### src/rtl/usb_pkg.sv
// Shared definitions for the USB bit-stuffing NRZI transmitter: FSM states,
// line-state encodings and the default stuffing run length.
package usb_pkg;

  typedef enum logic [2:0] {
    IDLE  = 3'd0,
    SEND  = 3'd1,
    STUFF = 3'd2,
    EOP1  = 3'd3,
    EOP2  = 3'd4,
    EOPJ  = 3'd5
  } usb_state_e;

  // Line states as {dp, dm}
  localparam logic [1:0] J   = 2'b10;
  localparam logic [1:0] K   = 2'b01;
  localparam logic [1:0] SE0 = 2'b00;

  localparam int STUFF_LEN_DEF = 6;

endpackage

### src/rtl/usb_bit_stuff_nrzi_if.sv
// Upstream bit stream handshake between the packet FIFO (master) and the
// bit-stuffing transmitter (slave).
interface usb_bit_stuff_nrzi_if;

  logic bit_in;
  logic bit_valid;
  logic bit_last;
  logic bit_rd;

  modport master (output bit_in, output bit_valid, output bit_last, input bit_rd);
  modport slave  (input bit_in, input bit_valid, input bit_last, output bit_rd);

endinterface

### src/rtl/nrzi_enc.sv
// NRZI line encoder: registered {dp,dm} that toggles J<->K, holds, or is
// forced to SE0 / J. SE0 has priority over J, which has priority over toggle.
module nrzi_enc
  import usb_pkg::*;
(
  input  logic       clk,
  input  logic       rst,
  input  logic       toggle,
  input  logic       hold,
  input  logic       force_se0,
  input  logic       force_j,
  output logic [1:0] line
);

  always_ff @(posedge clk or posedge rst) begin
    if (rst)            line <= J;
    else if (force_se0) line <= SE0;
    else if (force_j)   line <= J;
    else if (toggle)    line <= (line == J) ? K : J;
    else if (hold)      line <= line;
  end

endmodule

### src/rtl/usb_bit_stuff_nrzi.sv
// USB transmit bit stuffer + NRZI encoder with EOP generation.
// Optional stuffed-bit counter enabled by defining USB_STUFF_CNT_EN.
module usb_bit_stuff_nrzi
  import usb_pkg::*;
#(
  parameter int STUFF_LEN = STUFF_LEN_DEF
) (
  input  logic                 clk,
  input  logic                 rst,
  input  logic                 start,
  usb_bit_stuff_nrzi_if.slave  up,
  output logic                 dp,
  output logic                 dm,
  output logic                 out_en,
  output logic                 busy,
  output logic                 done,
  output logic                 err,
  output logic [7:0]           stuff_cnt
);

  localparam logic [7:0] STUFF_LAST = 8'(STUFF_LEN - 1);

  usb_state_e state, next_state;
  logic [7:0] ones_cnt;
  logic       last_q;
  logic       rd;
  logic       toggle, hold, force_se0, force_j;
  logic [1:0] line;

  always_comb begin
    next_state = state;
    rd         = 1'b0;
    err        = 1'b0;
    toggle     = 1'b0;
    hold       = 1'b0;
    force_se0  = 1'b0;
    force_j    = 1'b0;
    case (state)
      IDLE: begin
        force_j = 1'b1;
        if (start) next_state = SEND;
      end
      SEND: begin
        if (up.bit_valid) begin
          rd = 1'b1;
          if (up.bit_in) begin
            hold = 1'b1;
            // A run reaching STUFF_LEN takes precedence; STUFF then sees last_q
            if (ones_cnt == STUFF_LAST) next_state = STUFF;
            else if (up.bit_last)       next_state = EOP1;
          end else begin
            toggle = 1'b1;
            if (up.bit_last) next_state = EOP1;
          end
        end else begin
          err        = 1'b1;
          hold       = 1'b1;
          next_state = EOP1;
        end
      end
      STUFF: begin
        toggle     = 1'b1;
        next_state = last_q ? EOP1 : SEND;
      end
      EOP1: begin
        force_se0  = 1'b1;
        next_state = EOP2;
      end
      EOP2: begin
        force_se0  = 1'b1;
        next_state = EOPJ;
      end
      EOPJ: begin
        force_j    = 1'b1;
        next_state = IDLE;
      end
      default: next_state = IDLE;
    endcase
  end

  always_ff @(posedge clk or posedge rst) begin
    if (rst) begin
      state    <= IDLE;
      ones_cnt <= 8'd0;
      last_q   <= 1'b0;
      out_en   <= 1'b0;
      done     <= 1'b0;
    end else begin
      state  <= next_state;
      out_en <= (next_state != IDLE);
      done   <= (state == EOPJ);
      if (state == IDLE && start) begin
        ones_cnt <= 8'd0;
        last_q   <= 1'b0;
      end else if (rd) begin
        ones_cnt <= up.bit_in ? ones_cnt + 8'd1 : 8'd0;
        last_q   <= up.bit_last;
      end else if (state == STUFF) begin
        ones_cnt <= 8'd0;
      end
    end
  end

`ifdef USB_STUFF_CNT_EN
  // Saturating count of stuffed bits; survives done until the next start
  always_ff @(posedge clk or posedge rst) begin
    if (rst)                         stuff_cnt <= 8'd0;
    else if (state == IDLE && start) stuff_cnt <= 8'd0;
    else if (state == STUFF && stuff_cnt != 8'hFF)
      stuff_cnt <= stuff_cnt + 8'd1;
  end
`else
  assign stuff_cnt = 8'd0;
`endif

  nrzi_enc u_nrzi_enc (
    .clk       (clk),
    .rst       (rst),
    .toggle    (toggle),
    .hold      (hold),
    .force_se0 (force_se0),
    .force_j   (force_j),
    .line      (line)
  );

  assign {dp, dm}  = line;
  assign up.bit_rd = rd;
  assign busy      = (state != IDLE);

endmodule

### src/flat_wrapper.sv
// flat-port wrapper written by rule: the top's interface ports become plain ports
module usb_bit_stuff_nrzi_flat import usb_pkg::*;
#(
  parameter int STUFF_LEN = STUFF_LEN_DEF
)
  (clk, rst, start, dp, dm, out_en, busy, done, err, stuff_cnt, up_bit_in, up_bit_valid, up_bit_last, up_bit_rd);
  usb_bit_stuff_nrzi_if up_i ();
  input  logic clk;
  input  logic rst;
  input  logic start;
  output logic dp;
  output logic dm;
  output logic out_en;
  output logic busy;
  output logic done;
  output logic err;
  output logic [7:0] stuff_cnt;
  input wire logic [$bits(up_i.bit_in)-1:0] up_bit_in;
  input wire logic [$bits(up_i.bit_valid)-1:0] up_bit_valid;
  input wire logic [$bits(up_i.bit_last)-1:0] up_bit_last;
  output wire logic [$bits(up_i.bit_rd)-1:0] up_bit_rd;
  assign up_i.bit_in = up_bit_in;
  assign up_i.bit_valid = up_bit_valid;
  assign up_i.bit_last = up_bit_last;
  assign up_bit_rd = up_i.bit_rd;
  usb_bit_stuff_nrzi #(.STUFF_LEN(STUFF_LEN)) u_core (.clk(clk), .rst(rst), .start(start), .up(up_i), .dp(dp), .dm(dm), .out_en(out_en), .busy(busy), .done(done), .err(err), .stuff_cnt(stuff_cnt));
endmodule
### config.mk
export PLATFORM = sky130hd
export DESIGN_NAME = usb_bit_stuff_nrzi_flat
export DESIGN_NICKNAME = d
export VERILOG_FILES = /design/src/rtl/usb_pkg.sv /design/src/rtl/usb_bit_stuff_nrzi_if.sv /design/src/rtl/nrzi_enc.sv /design/src/rtl/usb_bit_stuff_nrzi.sv /design/src/flat_wrapper.sv
export SDC_FILE = /design/constraint.sdc
export NUM_CORES = 1
export LEC_CHECK = 0
export ABC_CLOCK_PERIOD_IN_PS = 1500
export BUFFER_PORTS_ARGS = -buffer_cell sky130_fd_sc_hd__buf_4
export CORE_UTILIZATION = 40
export DETAILED_ROUTE_END_ITERATION = 16
export GPL_TIMING_DRIVEN = 0
export PLACE_DENSITY = 0.66
export SLEW_MARGIN = 25
export SYNTH_ARGS = -nofsm -noshare
export SYNTH_HDL_FRONTEND = slang
export SYNTH_SLANG_ARGS = --single-unit
### constraint.sdc
create_clock -name clk -period 1.5 [get_ports clk]
set_input_delay 0.3 -clock clk [delete_from_list [all_inputs] [get_ports clk]]
set_output_delay 0.3 -clock clk [all_outputs]
set_load 0.01 [all_outputs]
==> impl_metrics.csv, run 1 <==
group,metric,value,unit
setup_path,critPathRequiredTime,1.20,ns
status,status,"complete, but fails checks",
setup_path,rr_worst_depth,6,
pwr,vdd_drop_max,1.01,mV
route,wl_per_cell,12.7,um
placement,gp_congestion,0.782,
route,viasPerCell,5.14,
setup_path,r2r_end,"u_core.ones_cnt[4]$_DFFE_PP0P_",
logic_synthesis,syn_area,980,um2
grt,grt_max_degree,17,
floorplanning,rows,17,
floorplanning,chipHeight,51.5,um
clock_tree,htreeDepth,1,
clock_tree,clk_latency,0.30,ns
floorplanning,dieArea,0.00265,mm2
placement,pre_cts_slack,0.00386,ns
route,routed_wirelength,2110,um
sta,setup_viol,5,
final_layout,n_antenna_cell,0,
final_layout,synthToLayoutAreaGrowth,30.3,%
setup_path,critPathLaunchType,"register",
final_layout,drive_gt1_frac,0.341,
clock_tree,cts_buffer_depth,2,
logic_synthesis,synth_area_per_cell,9.07,um2
route,drc,0,
clock_tree,ctsHoldBuffers,0,
sta,worst_clock_skew,0.00116,ns
setup_path,ff2ff_setup_slack,-0.01,ns
sta,worst_pin_slew,0.607,ns
placement,place_hpwl,1420,um
route,first_iter_violations,18,
placement,io_buffers,12,
logic_synthesis,ys_seq_area_frac,0.410,
logic_synthesis,synth_seq_cells,16,
grt,overflow,0,
status,violations,"negative setup slack",
setup_path,critPathSlowestCell,"dfrtp_1",
floorplanning,boundaryPins,21,
placement,placed_area,0.00113,mm2
grt,antenna_found_initial,0,
setup_path,critPathKind,"reg2out",
sta,fmax,633,MHz
logic_synthesis,synth_top_flop_cell,"dfrtp_1",
sta,slew_headroom,0.595,
logic_synthesis,synth-edff-count,0,
route,drtPass1Iterations,4,
final_layout,nNetsFinal,147,
route,vias,854,
pwr,p_leak,0.613,nW
logic_synthesis,synthTopCellsByArea,"dfrtp_1 38%, buf_4 6.1%, nand2_1 4.2%",
grt,grt_pass1_vias,794,
grt,grt_pass1_wl,3480,um
clock_tree,cts_num_sinks,16,
setup_path,reg2reg_from,"u_core.state[0]$_DFF_PP0_",
flow_run,maxCapViolations,0,
final_layout,stdcell_area,0.00128,mm2
setup_path,critical-path-max-stage-delay,0.39,ns
setup_path,worstSetupEndpointType,"primary output",
clock_tree,clk_pin_slew,0.10,ns
grt,gr-usage-all-layers,0.183,
sta,final_max_slew_viol_count,0,
floorplanning,core,0.00225,mm2
route,detail-route-antenna-nets,0,
setup_path,cp.arrival,1.28,ns
sta,rsz0062_at_grt,"yes",
clock_tree,clockRootBuffer,"clkbuf_4",
floorplanning,initial_core_util,0.435,
clock_tree,cts_tree,"yes",
sta,final.min_clock_period,1.58,ns
pwr,p_per_area,1630,mW/mm2
clock_tree,cts_buffers,3,
logic_synthesis,synthDominantCellAreaShare,0.383,
sta,fin_ws,-0.0800,ns
setup_path,critPathMaxFanout,4,
sta,hold_violations,0,
logic_synthesis,yosysTopAreaCell,"dfrtp_1",
logic_synthesis,ys_async_sr_fraction,1.00,
logic_synthesis,postSynthCellCount,108,
worst_hold_path,hold_class,"in2async",
setup_path,crit_chain,"buf_6 > nor2b_4 > nor3b_2 > buf_4",
floorplanning,die_x,51.5,um
sta,period_share,1.05,
logic_synthesis,synth.distinct_cells,37,
logic_synthesis,yosysWarnings,0,
[cells by family (layout without fill, tap and decap cells)]
family,count (synthesis),count (layout),synth area share
AOI/OAI and AO/OA,27,27,0.178
and+or+nand+nor,41,41,0.239
DFF,16,16,0.410
xor gates and xnor gates,1,1,0.00894
buffers and inverters,17,40,0.105
muxes,3,3,0.0307
other,1,8,0.00383
adders and majority gates,2,2,0.0255
[layout by cell type, fill, tap and decap left out, drive strengths merged, types with 2 or more instances in the layout]
cell type	instances
o21a	2
a21o	5
nor2b	4
nor3b	2
and2	2
a21oi	7
o21ai	6
inv	5
nand2b	2
o211ai	2
buf	30
clkbuf	5
nor3	5
nand2	11
conb	8
o21bai	2
ha	2
nand3	3
dfrtp	15
mux2i	3
nor2	4
[synth_stat cells (all sizes together) (2+ instances only)]
master  instances
nor3b           2
nor2            4
dfrtp          15
a21oi           7
nor3            5
mux2i           3
o21bai          2
nand2          11
nand3           3
and2            2
buf            10
nand2b          2
o21a            2
inv             5
o21ai           6
o211ai          2
clkbuf          2
a21o            5
ha              2
nor2b           4
[through the flow]
step	std cells	utilization	hold slack (ns)	setup TNS [ns]	power (mW)
2_1_floorplan	115	-	0.213	0	1.25
3_3_place_gp	155	0.502	0.426	0	1.48
3_5_place_dp	155	0.502	0.427	0	1.52
4_1_cts	164	0.552	0.105	-0.200	2.00
5_1_grt	166	0.566	0.115	-0.572	2.24
6_report	166	0.566	0.0658	-0.195	2.08
[flip-flops by register name, indices dropped and copies added (netlist names)]
name                    flops
u_core.ones_cnt             8
u_core.state                3
u_core.done                 1
u_core.out_en               1
u_core.u_nrzi_enc.line      2
u_core.last_q               1
[power breakdown]
group          switching [mW]  total, mW  internal (mW)  leakage (nW)
combinational           0.512       1.10          0.586         0.386
clock                   0.153      0.301          0.148        0.0210
sequential              0.122      0.683          0.561         0.206
[how the worst max path moves through the flow]
stage	start	to	depth (start not counted)
2_1_floorplan	u_core.state[2]$_DFF_PP0_	u_core.ones_cnt[5]$_DFFE_PP0P_	4
3_3_place_gp	u_core.state[1]$_DFF_PP0_	u_core.ones_cnt[5]$_DFFE_PP0P_	4
3_5_place_dp	u_core.state[0]$_DFF_PP0_	err	4
4_1_cts	u_core.state[1]$_DFF_PP0_	up_bit_rd	2
5_1_grt	u_core.state[0]$_DFF_PP0_	err	4
6_report	u_core.state[0]$_DFF_PP0_	err	4
[critical path, delay by kind of cell, from the launching register on]
| kind | cells | cell delay [ns] |
|---|---|---|
| flip-flops | 1 | 0.39 |
| AND/OR/NAND/NOR | 2 | 0.31 |
| buffers and inverters | 2 | 0.28 |
[layout make-up]
cell class	count	area (um2)
Multi-Input combinational cell	82	532
Tap cell	28	35.0
Timing Repair Buffer	19	150
Inverter	5	18.8
Fill cell	205	978
Buffer	12	100
Clock buffer	4	36.3
Sequential cell	16	404
[metal layers]
metal | routed length, um | vias up | GRT usage
li1 | - | 418 | -
met1 | 881 | 402 | 0.213
met2 | 1070 | 28 | 0.312
met3 | 102 | 6 | 0.0351
met4 | 51 | 0 | 0.104
met5 | 0 | - | 0
[repair_timing]
item	4_1_cts	5_1_grt
endpoints found under the hold margin	0	0
resized for setup	12	7
setup buffers	5	2
pin swaps	2	1
endpoints found under the setup margin	4	8
(Power assumes the default switching activity.)
==> run 2: changes to the inputs <==
- CORE_UTILIZATION: 40 -> 32
- PLACE_DENSITY: 0.66 -> 0.56
- SKIP_CTS_REPAIR_TIMING: unset -> 1
==> impl_metrics.csv, run 2 (same netlist as run 1, synthesis figures left out) <==
group,metric,value,unit
status,status,"complete, but fails checks",
status,violations,"design-rule violations, negative setup slack",
flow_run,maxCapViolations,0,
sta,worst_pin_slew,0.641,ns
final_layout,stdcell_area,0.00132,mm2
final_layout,largest-register,"u_core.ones_cnt",
setup_path,critPathMaxFanout,4,
sta,rsz0062_at_grt,"yes",
placement,io_buffers,12,
sta,fin_ws,-0.0946,ns
setup_path,cp.arrival,1.29,ns
final_layout,final_common_cell,"buf_4",
clock_tree,cts_tree,"yes",
pwr,internal_power,1.36,mW
route,routed_wirelength,2040,um
setup_path,critPathRequiredTime,1.20,ns
grt,grt_pass1_wl,3110,um
placement,placed_area,0.00113,mm2
clock_tree,cts_num_sinks,16,
floorplanning,boundaryPins,21,
grt,grt_pass1_vias,677,
pwr,p_per_area,1630,mW/mm2
route,wl_per_cell,12.0,um
placement,pre_cts_slack,0.0167,ns
pwr,p_leak,0.640,nW
route,detail-route-antenna-nets,0,
grt,grt_max_degree,17,
setup_path,worstSetupStartpoint,"u_core.state[0]$_DFF_PP0_",
sta,setup_viol,6,
sta,hold_violations,0,
clock_tree,htreeDepth,1,
grt,antenna_found_initial,0,
route,first_iter_violations,32,
final_layout,drive_gt1_frac,0.364,
final_layout,synthToLayoutAreaGrowth,34.9,%
setup_path,critPathLaunchType,"register",
floorplanning,rows,19,
grt,gr-usage-all-layers,0.123,
final_layout,n_antenna_cell,0,
sta,worst_clock_skew,0.00109,ns
clock_tree,clk_pin_slew,0.10,ns
final_layout,mostFrequentLayoutCells,"24 x buf_4, 13 x dfrtp_1, 10 x nand2_1",
sta,slew_headroom,0.572,
clock_tree,cts_buffers,3,
placement,gp_congestion,0.783,
placement,dpl.cell_count,158,
final_layout,largest_reg_flops,8,
clock_tree,clockRootBuffer,"clkbuf_4",
final_layout,fillCellCount,274,
floorplanning,initial_core_util,0.346,
pwr,vdd_drop_max,0.549,mV
sta,final.min_clock_period,1.59,ns
route,drc,4,
setup_path,worstSetupEndpointType,"primary output",
floorplanning,core,0.00283,mm2
sta,period_share,1.06,
floorplanning,chipHeight,57.3,um
worst_hold_path,hold_class,"in2async",
route,viasPerCell,5.04,
pwr,clkPwrFrac,0.137,
clock_tree,clk_latency,0.29,ns
pwr,pwr-share-comb,0.547,
sta,final_max_slew_viol_count,0,
pwr,swShare,0.369,
final_layout,reg_top3,"u_core.ones_cnt (8), u_core.state (3), u_core.u_nrzi_enc.line (2)",
route,vias,862,
setup_path,critPathKind,"reg2out",
grt,overflow,0,
pwr,pwr-share-seq,0.316,
setup_path,reg2reg_from,"u_core.state[0]$_DFF_PP0_",
final_layout,final_cells,171,
floorplanning,dieArea,0.00329,mm2
floorplanning,die_x,57.3,um
route,drtPass1Iterations,11,
final_layout,nNetsFinal,149,
sta,fmax,627,MHz
pwr,p_switching,792,uW
placement,place_hpwl,1400,um
clock_tree,cts_buffer_depth,2,
[run 2: cell types whose count changed in the layout (fill, tap and decap cells not counted), sizes merged]
cell,previous run,this run
buf,30,32
[run 2: power by group through the flow]
stage | Combinational, mW | Sequential (mW) | Clock, mW
2_1_floorplan | 0.578 | 0.672 | 0
3_3_place_gp | 0.828 | 0.668 | 0
3_5_place_dp | 0.850 | 0.669 | 0
4_1_cts | 0.851 | 0.661 | 0.307
5_1_grt | 1.28 | 0.695 | 0.325
6_report | 1.18 | 0.679 | 0.294
[run 2: final timing paths]
path                            cells past startpoint  slack (ns)                              to
max in group asynchronous                           2        0.97       u_core.state[2]$_DFF_PP0_
min in group clk                                    2        0.21       u_core.last_q$_DFFE_PP0P_
worst min-delay path                                2        0.09           u_core.done$_DFF_PP0_
worst min register to register                      1        0.51  u_core.ones_cnt[5]$_DFFE_PP0P_
worst max register to register                      7       -0.05  u_core.ones_cnt[4]$_DFFE_PP0P_
worst max-delay path                                5       -0.09                            busy
[run 2: per-stage QoR]
stage	power [mW]	TNS (ns)	utilization	hold slack, ns
after floorplan	1.25	0	-	0.213
after global routing	2.30	-0.744	0.467	0.144
after detailed placement	1.52	0	0.401	0.432
after CTS	1.82	-0.586	0.414	0.106
after global placement	1.50	0	0.401	0.424
final	2.15	-0.291	0.467	0.0865
[run 2: final cells by class]
class                   count  area (um2)  share of cell area
well taps                  31        38.8              0.0294
plain buffers              11        81.3              0.0616
repair buffers             22         196               0.149
multi-input cells          82         546               0.413
flip-flops and latches     16         404               0.306
inverters                   5        18.8              0.0142
clock buffers               4        36.3              0.0275
[run 2: critical path: stages (launching register included)]
cell     delay (ns)
dfrtp_1        0.43
buf_6          0.15
buf_12         0.12
nor3_4         0.13
inv_2          0.06
buf_6          0.12
[run 2: per-layer routing]
| metal | GRT usage | up-vias | wire [um] |
|---|---|---|---|
| met5 | 0 | - | 0 |
| met4 | 0.0209 | 0 | 18 |
| met3 | 0.0454 | 4 | 106 |
| met2 | 0.192 | 22 | 990 |
| met1 | 0.167 | 410 | 929 |
| li1 | - | 426 | - |
